===== src/rtl/apb_regfile_slave.sv =====
// apb_regfile_slave
//
// APB completer with a bank of DEPTH byte-strobed read/write registers.
// It answers setup/access transfers on its PSEL line with registered PREADY,
// PSLVERR and PRDATA.
//
// Build option:
//   APB_SLV_WAIT_EN  defined   -> WAIT_CYCLES wait states per transfer
//                               (wait counter and WAIT state are compiled in)
//                    undefined -> every transfer is zero-wait, and
//                               WAIT_CYCLES is ignored
//
// Parameters:
//   DATA_WIDTH     register / PWDATA / PRDATA width in bits
//   ADDRESS_WIDTH  PADDR width (PADDR is a word index)
//   STRB_WIDTH     byte strobes, equal to DATA_WIDTH/8
//   DEPTH          number of registers, at most 2**ADDRESS_WIDTH
//   WAIT_CYCLES    wait states per transfer, 0..15
//
// Ports:
//   PCLK      in   bus clock, rising edge
//   PRESETn   in   asynchronous active-low reset
//   PSEL      in   slave select
//   PENABLE   in   access-phase indicator
//   PWRITE    in   1 = write, 0 = read
//   PADDR     in   register index
//   PWDATA    in   write data
//   PSTRB     in   byte-lane write enables
//   PRDATA    out  read data (registered)
//   PREADY    out  transfer complete (registered)
//   PSLVERR   out  error response, valid while PREADY=1 (registered)
//
// state    | meaning
// ---------+-------------------------------------------------------------
// ST_IDLE  | no transfer in progress, waiting for a setup phase
// ST_WAIT  | access phase, counting down the wait states (macro builds only)
// ST_READY | response presented, waiting for the completion edge

module apb_regfile_slave #(
    parameter int unsigned DATA_WIDTH    = 32,
    parameter int unsigned ADDRESS_WIDTH = 4,
    parameter int unsigned STRB_WIDTH    = 4,
    parameter int unsigned DEPTH         = 8,
    parameter int unsigned WAIT_CYCLES   = 2
) (
    input  logic                     PCLK,
    input  logic                     PRESETn,
    input  logic                     PSEL,
    input  logic                     PENABLE,
    input  logic                     PWRITE,
    input  logic [ADDRESS_WIDTH-1:0] PADDR,
    input  logic [DATA_WIDTH-1:0]    PWDATA,
    input  logic [STRB_WIDTH-1:0]    PSTRB,
    output logic [DATA_WIDTH-1:0]    PRDATA,
    output logic                     PREADY,
    output logic                     PSLVERR
);

    if ((STRB_WIDTH * 8 != DATA_WIDTH) || (DEPTH > (2 ** ADDRESS_WIDTH)) ||
        (DEPTH == 0) || (WAIT_CYCLES > 15)) begin : g_bad_params
        $error("apb_regfile_slave: illegal parameter combination");
    end

`ifdef APB_SLV_WAIT_EN
    typedef enum logic [1:0] {
        ST_IDLE  = 2'd0,
        ST_WAIT  = 2'd1,
        ST_READY = 2'd2
    } state_t;

    localparam logic [3:0] WAIT_N = 4'(WAIT_CYCLES);
    logic [3:0] wait_cnt;
`else
    typedef enum logic [1:0] {
        ST_IDLE  = 2'd0,
        ST_READY = 2'd2
    } state_t;
`endif

    state_t state;

    logic [DATA_WIDTH-1:0] regs_q [DEPTH];

    logic                  setup_phase;
    logic                  access_phase;
    logic                  addr_ok;
    logic [DATA_WIDTH-1:0] rd_sel;
    logic [DATA_WIDTH-1:0] resp_data;
    logic                  complete;
    logic                  wr_en;

    assign setup_phase  = PSEL & ~PENABLE;
    assign access_phase = PSEL & PENABLE;

    // Widen the index before comparing so DEPTH == 2**ADDRESS_WIDTH works.
    assign addr_ok = (32'(PADDR) < DEPTH);

    // Index decode as a compare loop: PADDR may be wider than the bank needs
    // and may point past the last register.
    always_comb begin
        rd_sel = '0;
        for (int i = 0; i < int'(DEPTH); i++) begin
            if (PADDR == ADDRESS_WIDTH'(i)) begin
                rd_sel = regs_q[i];
            end
        end
    end

    assign resp_data = (!PWRITE && addr_ok) ? rd_sel : '0;

    assign complete = (state == ST_READY) && access_phase && PREADY;
    assign wr_en    = complete && PWRITE && addr_ok;

    always_ff @(posedge PCLK or negedge PRESETn) begin
        if (!PRESETn) begin
            state   <= ST_IDLE;
            PREADY  <= 1'b0;
            PSLVERR <= 1'b0;
            PRDATA  <= '0;
`ifdef APB_SLV_WAIT_EN
            wait_cnt <= 4'd0;
`endif
        end else begin
            case (state)
                ST_IDLE: begin
                    if (setup_phase) begin
`ifdef APB_SLV_WAIT_EN
                        wait_cnt <= WAIT_N;
                        if (WAIT_N != 4'd0) begin
                            state <= ST_WAIT;
                        end else begin
                            state   <= ST_READY;
                            PREADY  <= 1'b1;
                            PSLVERR <= ~addr_ok;
                            PRDATA  <= resp_data;
                        end
`else
                        state   <= ST_READY;
                        PREADY  <= 1'b1;
                        PSLVERR <= ~addr_ok;
                        PRDATA  <= resp_data;
`endif
                    end
                end

`ifdef APB_SLV_WAIT_EN
                ST_WAIT: begin
                    if (!PSEL) begin
                        state    <= ST_IDLE;
                        wait_cnt <= 4'd0;
                        PREADY   <= 1'b0;
                        PSLVERR  <= 1'b0;
                        PRDATA   <= '0;
                    end else if (PENABLE) begin
                        wait_cnt <= wait_cnt - 4'd1;
                        // Last wait cycle: present the response next cycle.
                        if (wait_cnt == 4'd1) begin
                            state   <= ST_READY;
                            PREADY  <= 1'b1;
                            PSLVERR <= ~addr_ok;
                            PRDATA  <= resp_data;
                        end
                    end
                end
`endif

                ST_READY: begin
                    if (!PSEL || (PENABLE && PREADY)) begin
                        // Either an abort or the completion edge.
                        state   <= ST_IDLE;
                        PREADY  <= 1'b0;
                        PSLVERR <= 1'b0;
                        PRDATA  <= '0;
                    end
                end

                default: begin
                    state   <= ST_IDLE;
                    PREADY  <= 1'b0;
                    PSLVERR <= 1'b0;
                    PRDATA  <= '0;
                end
            endcase
        end
    end

    always_ff @(posedge PCLK or negedge PRESETn) begin
        if (!PRESETn) begin
            for (int i = 0; i < int'(DEPTH); i++) begin
                regs_q[i] <= '0;
            end
        end else if (wr_en) begin
            for (int i = 0; i < int'(DEPTH); i++) begin
                if (PADDR == ADDRESS_WIDTH'(i)) begin
                    for (int b = 0; b < int'(STRB_WIDTH); b++) begin
                        if (PSTRB[b]) begin
                            regs_q[i][b*8 +: 8] <= PWDATA[b*8 +: 8];
                        end
                    end
                end
            end
        end
    end

endmodule


===== config.mk =====
export PLATFORM = sky130hd
export DESIGN_NAME = apb_regfile_slave
export DESIGN_NICKNAME = d
export VERILOG_FILES = /design/src/rtl/apb_regfile_slave.sv
export SDC_FILE = /design/constraint.sdc
export NUM_CORES = 1
export LEC_CHECK = 0
export ABC_AREA = 1
export CORE_MARGIN = 5
export CORE_UTILIZATION = 35
export DETAILED_ROUTE_END_ITERATION = 10
export PLACE_DENSITY = 0.51
export SLEW_MARGIN = 20
export SYNTH_ARGS = -nofsm -noshare
export SYNTH_HDL_FRONTEND = slang
export SYNTH_SLANG_ARGS = --single-unit

===== constraint.sdc =====
create_clock -name PCLK -period 2 [get_ports PCLK]
set_clock_uncertainty 0.1 [all_clocks]
set_input_delay 0.4 -clock PCLK [delete_from_list [all_inputs] [get_ports PCLK]]
set_output_delay 0.4 -clock PCLK [all_outputs]
set_load 0.05 [all_outputs]

## Yosys cells after proc, flatten, opt, wreduce, memory -nomap -nowiden

Index checks and enable logic that the tools add are counted.

- $lt $le $gt $ge: 1
- Mux-type cells: 20
- Shifts and indexed selects: 0
- Equal/unequal tests: 10
- Reduce and logical (&&, ||, !) cells: 44
- Div/mod/pow operators: 0
- Add/sub/neg operators: 0
- Multipliers: 0
- Bitwise operators: 4

Operators by type and width:

| operator | count |
|---|---|
| $mux W32 | 11 |
| $reduce_and A3 Y1 | 32 |
| $pmux W32 S2 | 1 |
| $eq A4 B3 Y1 const B | 4 |
| $eq A4 B2 Y1 const B | 2 |
| $logic_and A1 B1 Y1 | 6 |
| $eq A4 B1 Y1 const B | 1 |
| $logic_not A4 Y1 | 1 |
| $lt A4 B4 Y1 const B | 1 |
| $mux W2 | 2 |
| $pmux W1 S2 | 2 |
| $pmux W2 S2 | 1 |
| $mux W1 | 3 |
| $and A1 B1 Y1 | 2 |
| $eq A2 B2 Y1 const B | 1 |
| $logic_not A1 Y1 | 2 |
| $logic_not A2 Y1 | 1 |
| $ne A2 B1 Y1 const B | 1 |
| $ne A2 B2 Y1 const B | 1 |
| $not A1 Y1 | 2 |
| $reduce_and A2 Y1 | 1 |
| $logic_or A1 B1 Y1 | 1 |

- Flip-flop bits (word level): 292
- Bits in latches: 0
- RAM bits: 0
- Logic and storage cells: 115
- Memories kept: 0
- Input port bits: 45
- ROM bits: 0
- Output and inout port bits: 34

## Longest topological paths before layout

- Depth in word-level cells: 12
- Mapped depth: 11
- Gate-level depth less buffers: 10

## Least setup slack after synthesis

No wires, ideal clock.

- Path kind: register to register
- Start point: register PREADY
- End point: register regs_q[165] (netlist name)
- Buffers on the path: 1
- Data required time: 1775 ps
- Library setup time: 125 ps
- Period minus slack after synthesis: 2216 ps
- Path slack: -216 ps
- Data arrival time: 1991 ps
- Stages on the path, launching flop included: 7
- Cell sequence: dfrtp_1 > inv_1 > nor3_4 > nand2_2 > nor2_1 > buf_2 > mux2_2

- Longest elaborated chain between the ends: 4

Ends and longest elaborated chain:

| item | RTL line | RTL |
|---|---|---|
| from (decl) | 55 | `output logic PREADY,` |
| from (signal assigned) | 117 | `PREADY <= 1'b0;` |
| from (signal assigned) | 139 | `PREADY <= 1'b1;` |
| from (signal assigned) | 171 | `PREADY <= 1'b0;` |
| $logic_and A1 B1 Y1 | 111 | `assign complete = (state == ST_READY) && access_phase && PREADY;` |
| $logic_and A1 B1 Y1 (2 in a row) | 112 | `assign wr_en = complete && PWRITE && addr_ok;` |
| $reduce_and A3 Y1 (no line) | -- |  |
| to (signal, indexed assignment) | 197 | `regs_q[i][b*8 +: 8] <= PWDATA[b*8 +: 8];` |
| to (decl) | 82 | `logic [DATA_WIDTH-1:0] regs_q [DEPTH];` |

Every way passes these cells.
A chain may end at the register's enable or synchronous reset.

## Worst setup path after layout

- Start point: input PADDR[2]
- End point: register regs_q[249] (netlist name)

- Longest elaborated chain between the ends: 3
- Elaborated cells between the ends (all ways): 4
- Classes of those cells: order compare: 1; reduce/logical: 3

Ends and longest elaborated chain:

| item | RTL line | RTL |
|---|---|---|
| from (decl) | 51 | `input logic [ADDRESS_WIDTH-1:0] PADDR,` |
| $lt A4 B4 Y1 | 96 | `assign addr_ok = (32'(PADDR) < DEPTH);` |
| $logic_and A1 B1 Y1 | 112 |  |
| $reduce_and A3 Y1 (no line) * | -- |  |

Mark *: on every way between the ends. The rest lies on a longest branch, timed or not.

==> results_dict.tcl <==
set metrics [dict create \
    status "complete, no violations" \
    totalWireLength_um 34500 \
    yosys.area_share.simple_pct 16.6 \
    power_leakage_nw 8.34 \
    clock_latency_ns 0.50 \
    final_util_pct 45.7 \
    grt_pass1_vias 9768 \
    max_freq_mhz 520 \
    critical_path_class "in -> reg" \
    area_growth_pct 29.9 \
    muxShareOfSynthArea_pct 15.8 \
    grtUsageMet2_pct 27.1 \
    cts_sinks 290 \
    ant_nets 0 \
    nets 1514 \
    dieArea_mm2 0.0406 \
    maxCapViolCount 0 \
    critPathLaunch "PADDR[2]" \
    grt_use_met3_pct 2.92 \
    path_buf_inv 4 \
    layout_common_cells "dfrtp_1 (289), nand2_1 (276), mux2_2 (180)" \
    drt_iter0_markers 543 \
    drtPass1Iterations 4 \
    setup.worst_path.start_class "input port" \
    grtUsageTotal_pct 17.2 \
    period_share_pct 96.2 \
    synth.distinct_cells 20 \
    io_buffers 78 \
    dieHeight_um 201 \
    cp-end-kind "flop" \
    cp.depth 8 \
    reg2reg_to "regs_q[91]$_DFFE_PN0P_" \
    cpMostUsedCell "buf_4" \
    synth_compound_area_share_pct 6.61 \
    grt_antenna_before_repair 0 \
    path_clk_slew_ns 0.05 \
    drt_drc_violations_left 0 \
    yosysWarnings 0 \
    syn-num-nets 1313 \
    grt_pass1_wl_um 56000 \
    setup.worst_path.end "regs_q[249]$_DFFE_PN0P_" \
    dpl.hpwl_um 23500 \
    ys_ff_latch 290 \
    drive_above_1_share_pct 30.2 \
    wire_per_inst_um 17.6 \
    rrSetupSlack_ns 0.14 \
    syn_area_mm2 0.0128 \
    crit_fanout 6 \
    mostFrequentLayoutCell "dfrtp_1" \
    ys_seq_area_share_pct 56.6 \
    maxSlewHeadroom_pct 70.2 \
    crit_arrival_ns 2.20 \
    root_buffer "clkbuf_16" \
    grt_overflow_total 0 \
    grt_busiest_layer "met2" \
    synth_top_family_by_area "simple AND/OR/NAND/NOR gates" \
    finalHoldViolations 0 \
    reg2regPathDepth 7 \
    crit_slowest_cell "clkdlybuf4s50_1" \
    totalNegativeSetupSlack_ns 0 \
    path_cells "clkdlybuf4s50_1 -> nor2_4 -> buf_4 -> nand2_1 -> buf_4 -> nor2_1 -> buf_4 -> mux2_2" \
    dieWidth_um 201 \
    num_vias 9518 \
    r2r-start "PREADY$_DFFE_PN0P_" \
    gp_congestion 0.787 \
    start_util_pct 35.2 \
    grt_max_degree 47 \
    cts_tree "built" \
    syn_avg_cell_area_um2 10.1 \
    cts_buffer_depth 3 \
    vias_per_cell 4.85 \
    io_pins 79 \
    slowest_delay_ns 0.51 \
    post-cts-setup-buffers 0 \
    required_ns 2.28 \
    core_mm2 0.0364 \
    rows 70 \
    max-vdd-ir-drop_v 0.000440 \
    holdCritPathClass "in -> async" \
    path_delay_family "buffers and inverters" \
    period_needed_ns 1.92 \
    power_density_mw_per_mm2 803 \
    yosys.area_share.xor_xnor_pct 0 \
    syn_inst 1268 \
    diodes 0 \
    setup_viol 0 \
    gr-usage-met1_pct 25.1 \
    numCtsBuffers 34 \
    cts_max_level 2 \
    finalMaxSlewViolations 0 \
    tightestPinTransition_ns 0.447 \
    synthAdderAreaFrac_pct 0 \
]
-- where the power goes --
part | internal (mW) | switching [mW]
logic | 0.330 | 0.567
registers | 5.98 | 0.0482
clock network | 4.03 | 2.42
total | 10.3 | 3.04
-- logic make-up (layout without fill, tap and decap cells) --
family | after synthesis | after routing
AND/OR/NAND/NOR | 488 | 488
flip-flops | 290 | 290
buffers and inverters | 143 | 369
AO/OA/AOI/OAI | 167 | 167
multiplexers | 180 | 180
-- sequential cells by signal, summed over array words and instances, names as in the netlist --
signal / flops
regs_q: 256
PRDATA: 32
PREADY: 1
PSLVERR: 1
-- worst register-to-register path, stage by stage (launching register included) --
cell and delay (ns):
dfrtp_2 0.36, inv_1 0.07, nor3_4 0.23, buf_12 0.17, nand2_2 0.15, nor2_2 0.17, buf_12 0.15, mux2_2 0.34
-- synthesized netlist by cell type --
cell	number	share of area [%]
nor2_2	25	1.2
buf_4	1	0.059
buf_1	4	0.12
a21oi_1	77	3.0
nand3_1	97	3.8
mux2_2	180	16
o21ai_0	85	3.3
nor2_4	1	0.088
inv_1	91	2.7
nor2_1	48	1.4
nand2_2	7	0.34
buf_2	21	0.82
dfrtp_1	290	57
nor3_1	4	0.16
clkbuf_1	24	0.70
inv_2	2	0.059
nor3_4	1	0.13
o211ai_1	5	0.29
nand4_1	29	1.4
nand2_1	276	8.1
-- metal layers --
layer | vias up | wire length (um) | part of all wire (%)
met5 | - | 0 | 0
met4 | 0 | 525 | 1.5
met3 | 38 | 1260 | 3.6
met2 | 136 | 15900 | 46
met1 | 4685 | 16800 | 49
li1 | 4659 | - | -
-- worst min path at each step --
stage | to | cells after the start
final | regs_q[91]$_DFFE_PN0P_ | 2
after global routing | PRDATA[27]$_DFFE_PN0P_ | 2
after CTS | PRDATA[27]$_DFFE_PN0P_ | 2
after detailed placement | PRDATA[28]$_DFFE_PN0P_ | 1
after global placement | regs_q[92]$_DFFE_PN0P_ | 1
after floorplan | PRDATA[0]$_DFFE_PN0P_ | 0
-- final cells by class --
type / instances / area [um2]
fill: 3433 / 19800
sequential: 290 / 7260
multi-input combinational: 835 / 5060
timing repair buffer: 215 / 2220
clock buffer: 54 / 1100
tap: 468 / 586
inverter: 93 / 349
clock inverter: 7 / 91.3
-- stage by stage --
step,power (mW),worst slack (ns),area (um2),hold WS [ns],std cells
after global placement,7.04,-0.483,15400,0.263,1900
after detailed placement,7.05,-0.509,15400,0.265,1900
after global routing,13.9,-0.00339,16700,0.361,1962
after floorplan,6.46,-0.0506,12800,0.00441,1268
after CTS,13.6,0.0149,16600,0.325,1962
final,13.4,0.0757,16700,0.325,1962
-- what timing repair did --
action | CTS | global route
hold buffers | 1 | 0
endpoints found under the hold margin | 35 | 0
endpoints found under the setup margin | 0 | 111
gates resized for setup | 0 | 9
No activity file was read; power rests on OpenSTA's default activity.
